**src/rtl/meas_pkg.sv**
```systemverilog
// Shared FSM state encoding, mode codes and small helpers for the oscillator
// measurement scheduler.
package meas_pkg;

    typedef enum logic [2:0] {
        ST_IDLE    = 3'd0,
        ST_SETTLE  = 3'd1,
        ST_GATE    = 3'd2,
        ST_LATCH   = 3'd3,
        ST_SEND    = 3'd4,
        ST_WAIT_TX = 3'd5
    } state_t;

    // Codes 2'b10 and 2'b11 both mean "alternate, inverter first".
    localparam logic [1:0] MODE_INV  = 2'b00;
    localparam logic [1:0] MODE_NAND = 2'b01;

    localparam logic SRC_INV  = 1'b0;
    localparam logic SRC_NAND = 1'b1;

    function automatic logic is_alt(input logic [1:0] m);
        return m[1];
    endfunction

    function automatic logic pick_src(input logic [1:0] m, input logic alt);
        case (m)
            MODE_INV:  return SRC_INV;
            MODE_NAND: return SRC_NAND;
            default:   return alt;
        endcase
    endfunction

    function automatic logic [7:0] sat_byte(input logic [31:0] v);
        return (v > 32'd255) ? 8'hFF : v[7:0];
    endfunction

endpackage

```
**src/rtl/osc_meas_sched_if.sv**
```systemverilog
// UART transmit handshake between the measurement scheduler and the UART.
// tx_data is held stable by the master from tx_start until the transfer ends.
interface osc_meas_sched_if;
    logic       tx_start;
    logic [7:0] tx_data;
    logic       tx_busy;

    modport master (output tx_start, output tx_data, input tx_busy);
    modport slave  (input tx_start, input tx_data, output tx_busy);
endinterface

```
**src/rtl/cycle_timer.sv**
```systemverilog
// Loadable down-counter: loading N raises done on the Nth cycle after the load
// edge and holds it until the next load; never wraps.
module cycle_timer #(
    parameter int W = 8
) (
    input  logic         clk_in,
    input  logic         rst_n,
    input  logic         load,
    input  logic [W-1:0] load_val,
    output logic         done
);
    logic [W-1:0] cnt;

    always_ff @(posedge clk_in) begin
        if (!rst_n) begin
            cnt <= '0;
        end else if (load) begin
            cnt <= load_val - W'(1);
        end else if (cnt != '0) begin
            cnt <= cnt - W'(1);
        end
    end

    assign done = (cnt == '0);
endmodule

```
**src/rtl/osc_meas_sched.sv**
```systemverilog
// Sequences ring-oscillator warm-up, counter gating, result latch and a UART
// byte per measurement; transmission waits on tx_busy and always completes.
module osc_meas_sched
    import meas_pkg::*;
#(
    parameter int GATE_CYCLES   = 1000,
    parameter int SETTLE_CYCLES = 16,
    parameter int CNT_W         = 10
) (
    input  logic             clk_in,
    input  logic             rst_n,
    input  logic             run,
    input  logic [1:0]       mode,
    output logic             osc_en_inv,
    output logic             osc_en_nand,
    output logic             osc_sel,
    output logic             cnt_clr,
    output logic             cnt_en,
    input  logic [CNT_W-1:0] count,
    output logic [CNT_W-1:0] result,
    output logic             result_src,
    output logic             result_valid,
    output logic             busy,
    osc_meas_sched_if.master uart
);
    localparam int MAX_CYC = (GATE_CYCLES > SETTLE_CYCLES) ? GATE_CYCLES : SETTLE_CYCLES;
    localparam int TW      = $clog2(MAX_CYC + 1);

    state_t        state;
    logic          src;
    logic          alt_tgl;
    logic          tx_armed;
    logic          tx_start_q;
    logic [7:0]    tx_data_q;
    logic          tx_done;
    logic          settle_go;
    logic          gate_go;
    logic          next_src;
    logic          t_done;
    logic [TW-1:0] t_load_val;

    // tx_armed gates the busy sample so the UART has two cycles to raise tx_busy.
    assign tx_done    = (state == ST_WAIT_TX) && tx_armed && !uart.tx_busy;
    assign settle_go  = run && ((state == ST_IDLE) || tx_done);
    assign gate_go    = (state == ST_SETTLE) && run && t_done;
    assign next_src   = pick_src(mode, alt_tgl);
    assign t_load_val = gate_go ? TW'(GATE_CYCLES) : TW'(SETTLE_CYCLES);

    cycle_timer #(
        .W(TW)
    ) u_timer (
        .clk_in   (clk_in),
        .rst_n    (rst_n),
        .load     (settle_go || gate_go),
        .load_val (t_load_val),
        .done     (t_done)
    );

    assign busy          = (state != ST_IDLE);
    assign uart.tx_start = tx_start_q;
    assign uart.tx_data  = tx_data_q;

    always_ff @(posedge clk_in) begin
        if (!rst_n) begin
            state        <= ST_IDLE;
            src          <= SRC_INV;
            alt_tgl      <= SRC_INV;
            tx_armed     <= 1'b0;
            osc_en_inv   <= 1'b0;
            osc_en_nand  <= 1'b0;
            osc_sel      <= 1'b0;
            cnt_clr      <= 1'b0;
            cnt_en       <= 1'b0;
            result       <= '0;
            result_src   <= 1'b0;
            result_valid <= 1'b0;
            tx_start_q   <= 1'b0;
            tx_data_q    <= 8'h00;
        end else begin
            cnt_clr      <= 1'b0;
            result_valid <= 1'b0;
            tx_start_q   <= 1'b0;
            case (state)
                ST_IDLE: ;
                ST_SETTLE, ST_GATE: begin
                    if (!run) begin
                        state       <= ST_IDLE;
                        osc_en_inv  <= 1'b0;
                        osc_en_nand <= 1'b0;
                        osc_sel     <= 1'b0;
                        cnt_en      <= 1'b0;
                    end else if (t_done) begin
                        state  <= (state == ST_SETTLE) ? ST_GATE : ST_LATCH;
                        cnt_en <= (state == ST_SETTLE);
                    end
                end
                ST_LATCH: begin
                    state        <= ST_SEND;
                    result       <= count;
                    result_src   <= src;
                    result_valid <= 1'b1;
                    tx_data_q    <= sat_byte(32'(count));
                    osc_en_inv   <= 1'b0;
                    osc_en_nand  <= 1'b0;
                    osc_sel      <= 1'b0;
                end
                ST_SEND: begin
                    if (tx_start_q) begin
                        state    <= ST_WAIT_TX;
                        tx_armed <= 1'b0;
                    end else if (!uart.tx_busy) begin
                        tx_start_q <= 1'b1;
                    end
                end
                ST_WAIT_TX: begin
                    tx_armed <= 1'b1;
                    if (tx_done && !run) begin
                        state <= ST_IDLE;
                    end
                end
                default: state <= ST_IDLE;
            endcase

            // Source is chosen here only, so mode changes land at the next warm-up.
            if (settle_go) begin
                state       <= ST_SETTLE;
                src         <= next_src;
                osc_en_inv  <= (next_src == SRC_INV);
                osc_en_nand <= (next_src == SRC_NAND);
                osc_sel     <= next_src;
                cnt_clr     <= 1'b1;
                if (is_alt(mode)) begin
                    alt_tgl <= ~alt_tgl;
                end
            end
        end
    end
endmodule

```
**src/flat_wrapper.sv**
```systemverilog
// flat-port wrapper written by rule: the top's interface ports become plain ports
module osc_meas_sched_flat import meas_pkg::*;
#(
    parameter int GATE_CYCLES   = 1000,
    parameter int SETTLE_CYCLES = 16,
    parameter int CNT_W         = 10
)
  (clk_in, rst_n, run, mode, osc_en_inv, osc_en_nand, osc_sel, cnt_clr, cnt_en, count, result, result_src, result_valid, busy, uart_tx_start, uart_tx_data, uart_tx_busy);
  osc_meas_sched_if uart_i ();
  input  logic clk_in;
  input  logic rst_n;
  input  logic run;
  input  logic [1:0] mode;
  output logic osc_en_inv;
  output logic osc_en_nand;
  output logic osc_sel;
  output logic cnt_clr;
  output logic cnt_en;
  input  logic [CNT_W-1:0] count;
  output logic [CNT_W-1:0] result;
  output logic result_src;
  output logic result_valid;
  output logic busy;
  output wire logic [$bits(uart_i.tx_start)-1:0] uart_tx_start;
  output wire logic [$bits(uart_i.tx_data)-1:0] uart_tx_data;
  input wire logic [$bits(uart_i.tx_busy)-1:0] uart_tx_busy;
  assign uart_tx_start = uart_i.tx_start;
  assign uart_tx_data = uart_i.tx_data;
  assign uart_i.tx_busy = uart_tx_busy;
  osc_meas_sched #(.GATE_CYCLES(GATE_CYCLES), .SETTLE_CYCLES(SETTLE_CYCLES), .CNT_W(CNT_W)) u_core (.clk_in(clk_in), .rst_n(rst_n), .run(run), .mode(mode), .osc_en_inv(osc_en_inv), .osc_en_nand(osc_en_nand), .osc_sel(osc_sel), .cnt_clr(cnt_clr), .cnt_en(cnt_en), .count(count), .result(result), .result_src(result_src), .result_valid(result_valid), .busy(busy), .uart(uart_i));
endmodule
```
**config.mk**
```make
export PLATFORM = sky130hd
export DESIGN_NAME = osc_meas_sched_flat
export DESIGN_NICKNAME = d
export VERILOG_FILES = /design/src/rtl/meas_pkg.sv /design/src/rtl/osc_meas_sched_if.sv /design/src/rtl/cycle_timer.sv /design/src/rtl/osc_meas_sched.sv /design/src/flat_wrapper.sv
export SDC_FILE = /design/constraint.sdc
export NUM_CORES = 1
export LEC_CHECK = 0
export CAP_MARGIN = 10
export CORE_AREA = 2 2 66 68
export DETAILED_ROUTE_END_ITERATION = 10
export DIE_AREA = 0 0 68 70
export PLACE_DENSITY = 0.8
export REMOVE_ABC_BUFFERS = 1
export SYNTH_ARGS = -nofsm -noshare
export SYNTH_HDL_FRONTEND = slang
export SYNTH_HIERARCHICAL = 1
export SYNTH_SLANG_ARGS = --single-unit
export TNS_END_PERCENT = 30
```
**constraint.sdc**
```tcl
create_clock -name clk_in -period 4.75 [get_ports clk_in]
set_clock_uncertainty 0.05 [all_clocks]
set_input_delay 1.425 -clock clk_in [delete_from_list [all_inputs] [get_ports clk_in]]
set_output_delay 1.425 -clock clk_in [all_outputs]
set_load 0.02 [all_outputs]
```
==> run summary <==
crit path time final - 4.02 ns
final wirelength - 4110 um
crit path max-delay cell type - clkdlybuf4s50_1
vias per cell - 5.10
Final Hold Viols - 0
critical path class - primary input to flop
leakage - 0.936 nW
Clock Latency Late Sink - 0.29 ns
antenna viol nets, final - 0
largest cells by area after synthesis - dfxtp_1, nand2_1, nor3_1
Worst Path Required - 4.90 ns
vias in the first global route - 1635
Mapped Area - 0.00196 mm^2
worst vdd ir - 262 uV
R2R depth - 13
Cells after Synth - 235
Total Routing Usage GR - 19.2%
Primary FF master, synth - dfxtp_1
drt pass-1 iters - 4
f_max - 249 MHz
RSZ-0062 raised after global routing - false
Die H - 70 um
worst hold path type - flop to flop
WP buf/inv - 3
Seq/Total Area, Yosys - 42.0%
initial core utilization - 47.2%
Layout area overhead - 29.1%
YS warnings - 6
DR WL/cell - 12.3 um
PD cells - 440 mW/mm^2
delay-heaviest family, CP - simple AND/OR/NAND/NOR gates
CTS Sinks - 41
Register Area - 821 um^2
Reg2Reg Setup Slack - 1.49 ns
multi-input logic area - 0.00108 mm^2
area leader, netlist - dfxtp_1
status - complete, no violations
detailed placement HPWL - 2910 um
Via Count - 1708
core area - 0.00414 mm^2
Ports - 43
hold path cells - 2
setup_tns - 0 ns
Final period util - 84.6%
Arr. time, crit path - 4.17 ns
RePlAce Congestion - 0.839
ANT cells - 0
Setup crit start kind - primary input
Die Footprint - 0.00476 mm^2
CTS Buffer Depth - 2
Slew Viols, Final - 0
Buffers on Ports - 42
Post-synth ARST share - 0%
largest net degree at the start of global routing - 27
layout cells sized above 1 - 6.36%
total gr overflow - 0
CTS buffer count - 5
Post-CTS Setup Bufs - 0
Nets - 300
Core Rows - 24
slowest cell delay on critical path - 0.44 ns
count of different cell masters after synthesis - 50
first-pass GRT wire length - 7130 um
CTS resizes - 0
critical path cell sequence - clkdlybuf4s50_1, nand3b_2, a2111oi_4, buf_4, inv_1, nand2_1, mux2i_1, ha_1, nor3b_1, xor2_1, nor2_1, a211oi_1
DRC violations left - 0
Max-slew headroom - 51.3%
FF+latch count, synth - 41
CTS root buf - clkbuf_8
final core utilization - 60.9%
top cell type's share of synthesized area - 42.0%
Crit. End Element - flop
Clock transition at path regs - 0.07 ns
Finish-stage setup viols - 0
Layout fillers - 371
CTS tree - done
Critical Path Stages - 12
maxcap violations - 0
Post-CTS Hold Fix Bufs - 0
EDFF count, synth - 0
floorplan die width - 68 um
post-synthesis area per instance - 8.32 um^2
Critical Path Fanout Max - 8
DR iter-0 viols - 91
measured slew at the worst slew-check pin - 0.726 ns
antenna violations before repair - 0
htree depth - 2
state kept, by name, indices dropped and copies added, names as in the netlist:
register	count
u_core/result_src	1
u_core/cnt_en	1
u_core/src	1
u_core/uart.tx_data	8
u_core/state	3
u_core/result	10
u_core/osc_en_inv	1
u_core/uart.tx_start	1
u_core/result_valid	1
u_core/osc_sel	1
u_core/alt_tgl	1
u_core/cnt_clr	1
u_core/u_timer/cnt	10
u_core/tx_armed	1
where the power goes:
part | leakage, nW | switching (mW) | internal [mW]
Combinational | 0.559 | 0.225 | 0.203
Sequential | 0.333 | 0.0572 | 0.397
Clock | 0.0433 | 0.114 | 0.115
per-stage QoR:
stage                     hold WS, ns  cell area [um^2]  cells  setup slack, ns  power (mW)
after global placement          0.392              2430    328            0.623       0.876
after floorplan                 0.382              1920    230            0.710       0.767
after detailed placement        0.397              2430    328            0.449       0.886
after global routing            0.435              2520    335            0.496        1.19
final                           0.407              2520    335            0.732        1.11
after CTS                       0.408              2520    335            0.742        1.12
per-layer routing:
| layer | vias up | share of wire [%] | GRT usage (%) |
|---|---|---|---|
| met5 | - | 0 | 0 |
| met4 | 0 | 0.58 | 6.00 |
| met3 | 2 | 4.2 | 5.15 |
| li1 | 890 | - | - |
| met1 | 787 | 48 | 25.7 |
| met2 | 29 | 47 | 29.8 |
path summary, 6_finish.rpt:
check                         from                     to
min               u_core/result[4]       u_core/result[4]
max                   uart_tx_busy  u_core/u_timer/cnt[4]
max reg2reg  u_core/u_timer/cnt[7]  u_core/u_timer/cnt[4]
min reg2reg       u_core/result[4]       u_core/result[4]
synth_stat cells (2+ instances only):
| master | n |
|---|---|
| nand2_1 | 36 |
| nor3b_1 | 2 |
| clkbuf_1 | 4 |
| buf_1 | 2 |
| nand3_1 | 2 |
| buf_4 | 3 |
| dfxtp_1 | 41 |
| nand2b_1 | 2 |
| xnor2_1 | 3 |
| nor2b_1 | 2 |
| nor3_1 | 26 |
| nor4_1 | 4 |
| inv_1 | 5 |
| a21oi_1 | 15 |
| o21ai_0 | 5 |
| o31ai_1 | 2 |
| xor2_1 | 6 |
| buf_2 | 5 |
| o221ai_1 | 2 |
| nor2_1 | 28 |
| mux2i_1 | 11 |
cell type report:
| type | instances | share of cell area (%) |
|---|---|---|
| well taps | 52 | 2.58 |
| clock buffers | 6 | 3.27 |
| repair buffers | 46 | 17.8 |
| flip-flops and latches | 41 | 32.5 |
| multi-input cells | 183 | 42.6 |
| inverters | 6 | 0.892 |
| clock inverters | 1 | 0.297 |
cells by family (layout without fill, tap and decap cells):
logic type | after synthesis | after routing | synth area share [%]
buffers and inverters | 20 | 59 | 4.73
AOI/OAI and AO/OA | 36 | 36 | 12.7
DFF | 41 | 41 | 42.0
and+or+nand+nor | 114 | 114 | 29.0
other | 1 | 10 | 0.192
muxes | 12 | 12 | 6.21
xor gates and xnor gates | 9 | 9 | 4.03
adders and majority gates | 2 | 2 | 1.15
tightest hold or removal path: cells and delay by family, from the launching register on:
family          cells  cell delay [ns]
simple gates        1             0.05
compound gates      1             0.05
flops               1             0.31
cell usage in the layout, fill, tap and decap left out, types with 2 or more instances in the layout:
master / synthesis / routed
nor2_1: 28 / 28
xor2_1: 6 / 6
nand2b_1: 2 / 2
buf_4: 3 / 4
nor2b_1: 2 / 2
o21ai_0: 5 / 5
nand3_1: 2 / 2
nor3b_1: 2 / 2
nor4_1: 4 / 4
a21oi_1: 15 / 15
clkdlybuf4s50_1: 0 / 42
dfxtp_1: 41 / 41
o31ai_1: 2 / 2
conb_1: 1 / 10
nand2_1: 36 / 36
nor3_1: 26 / 26
mux2i_1: 11 / 11
inv_1: 5 / 5
clkbuf_8: 0 / 6
xnor2_1: 3 / 3
o221ai_1: 2 / 2
Power figures use the tool's default switching activity.
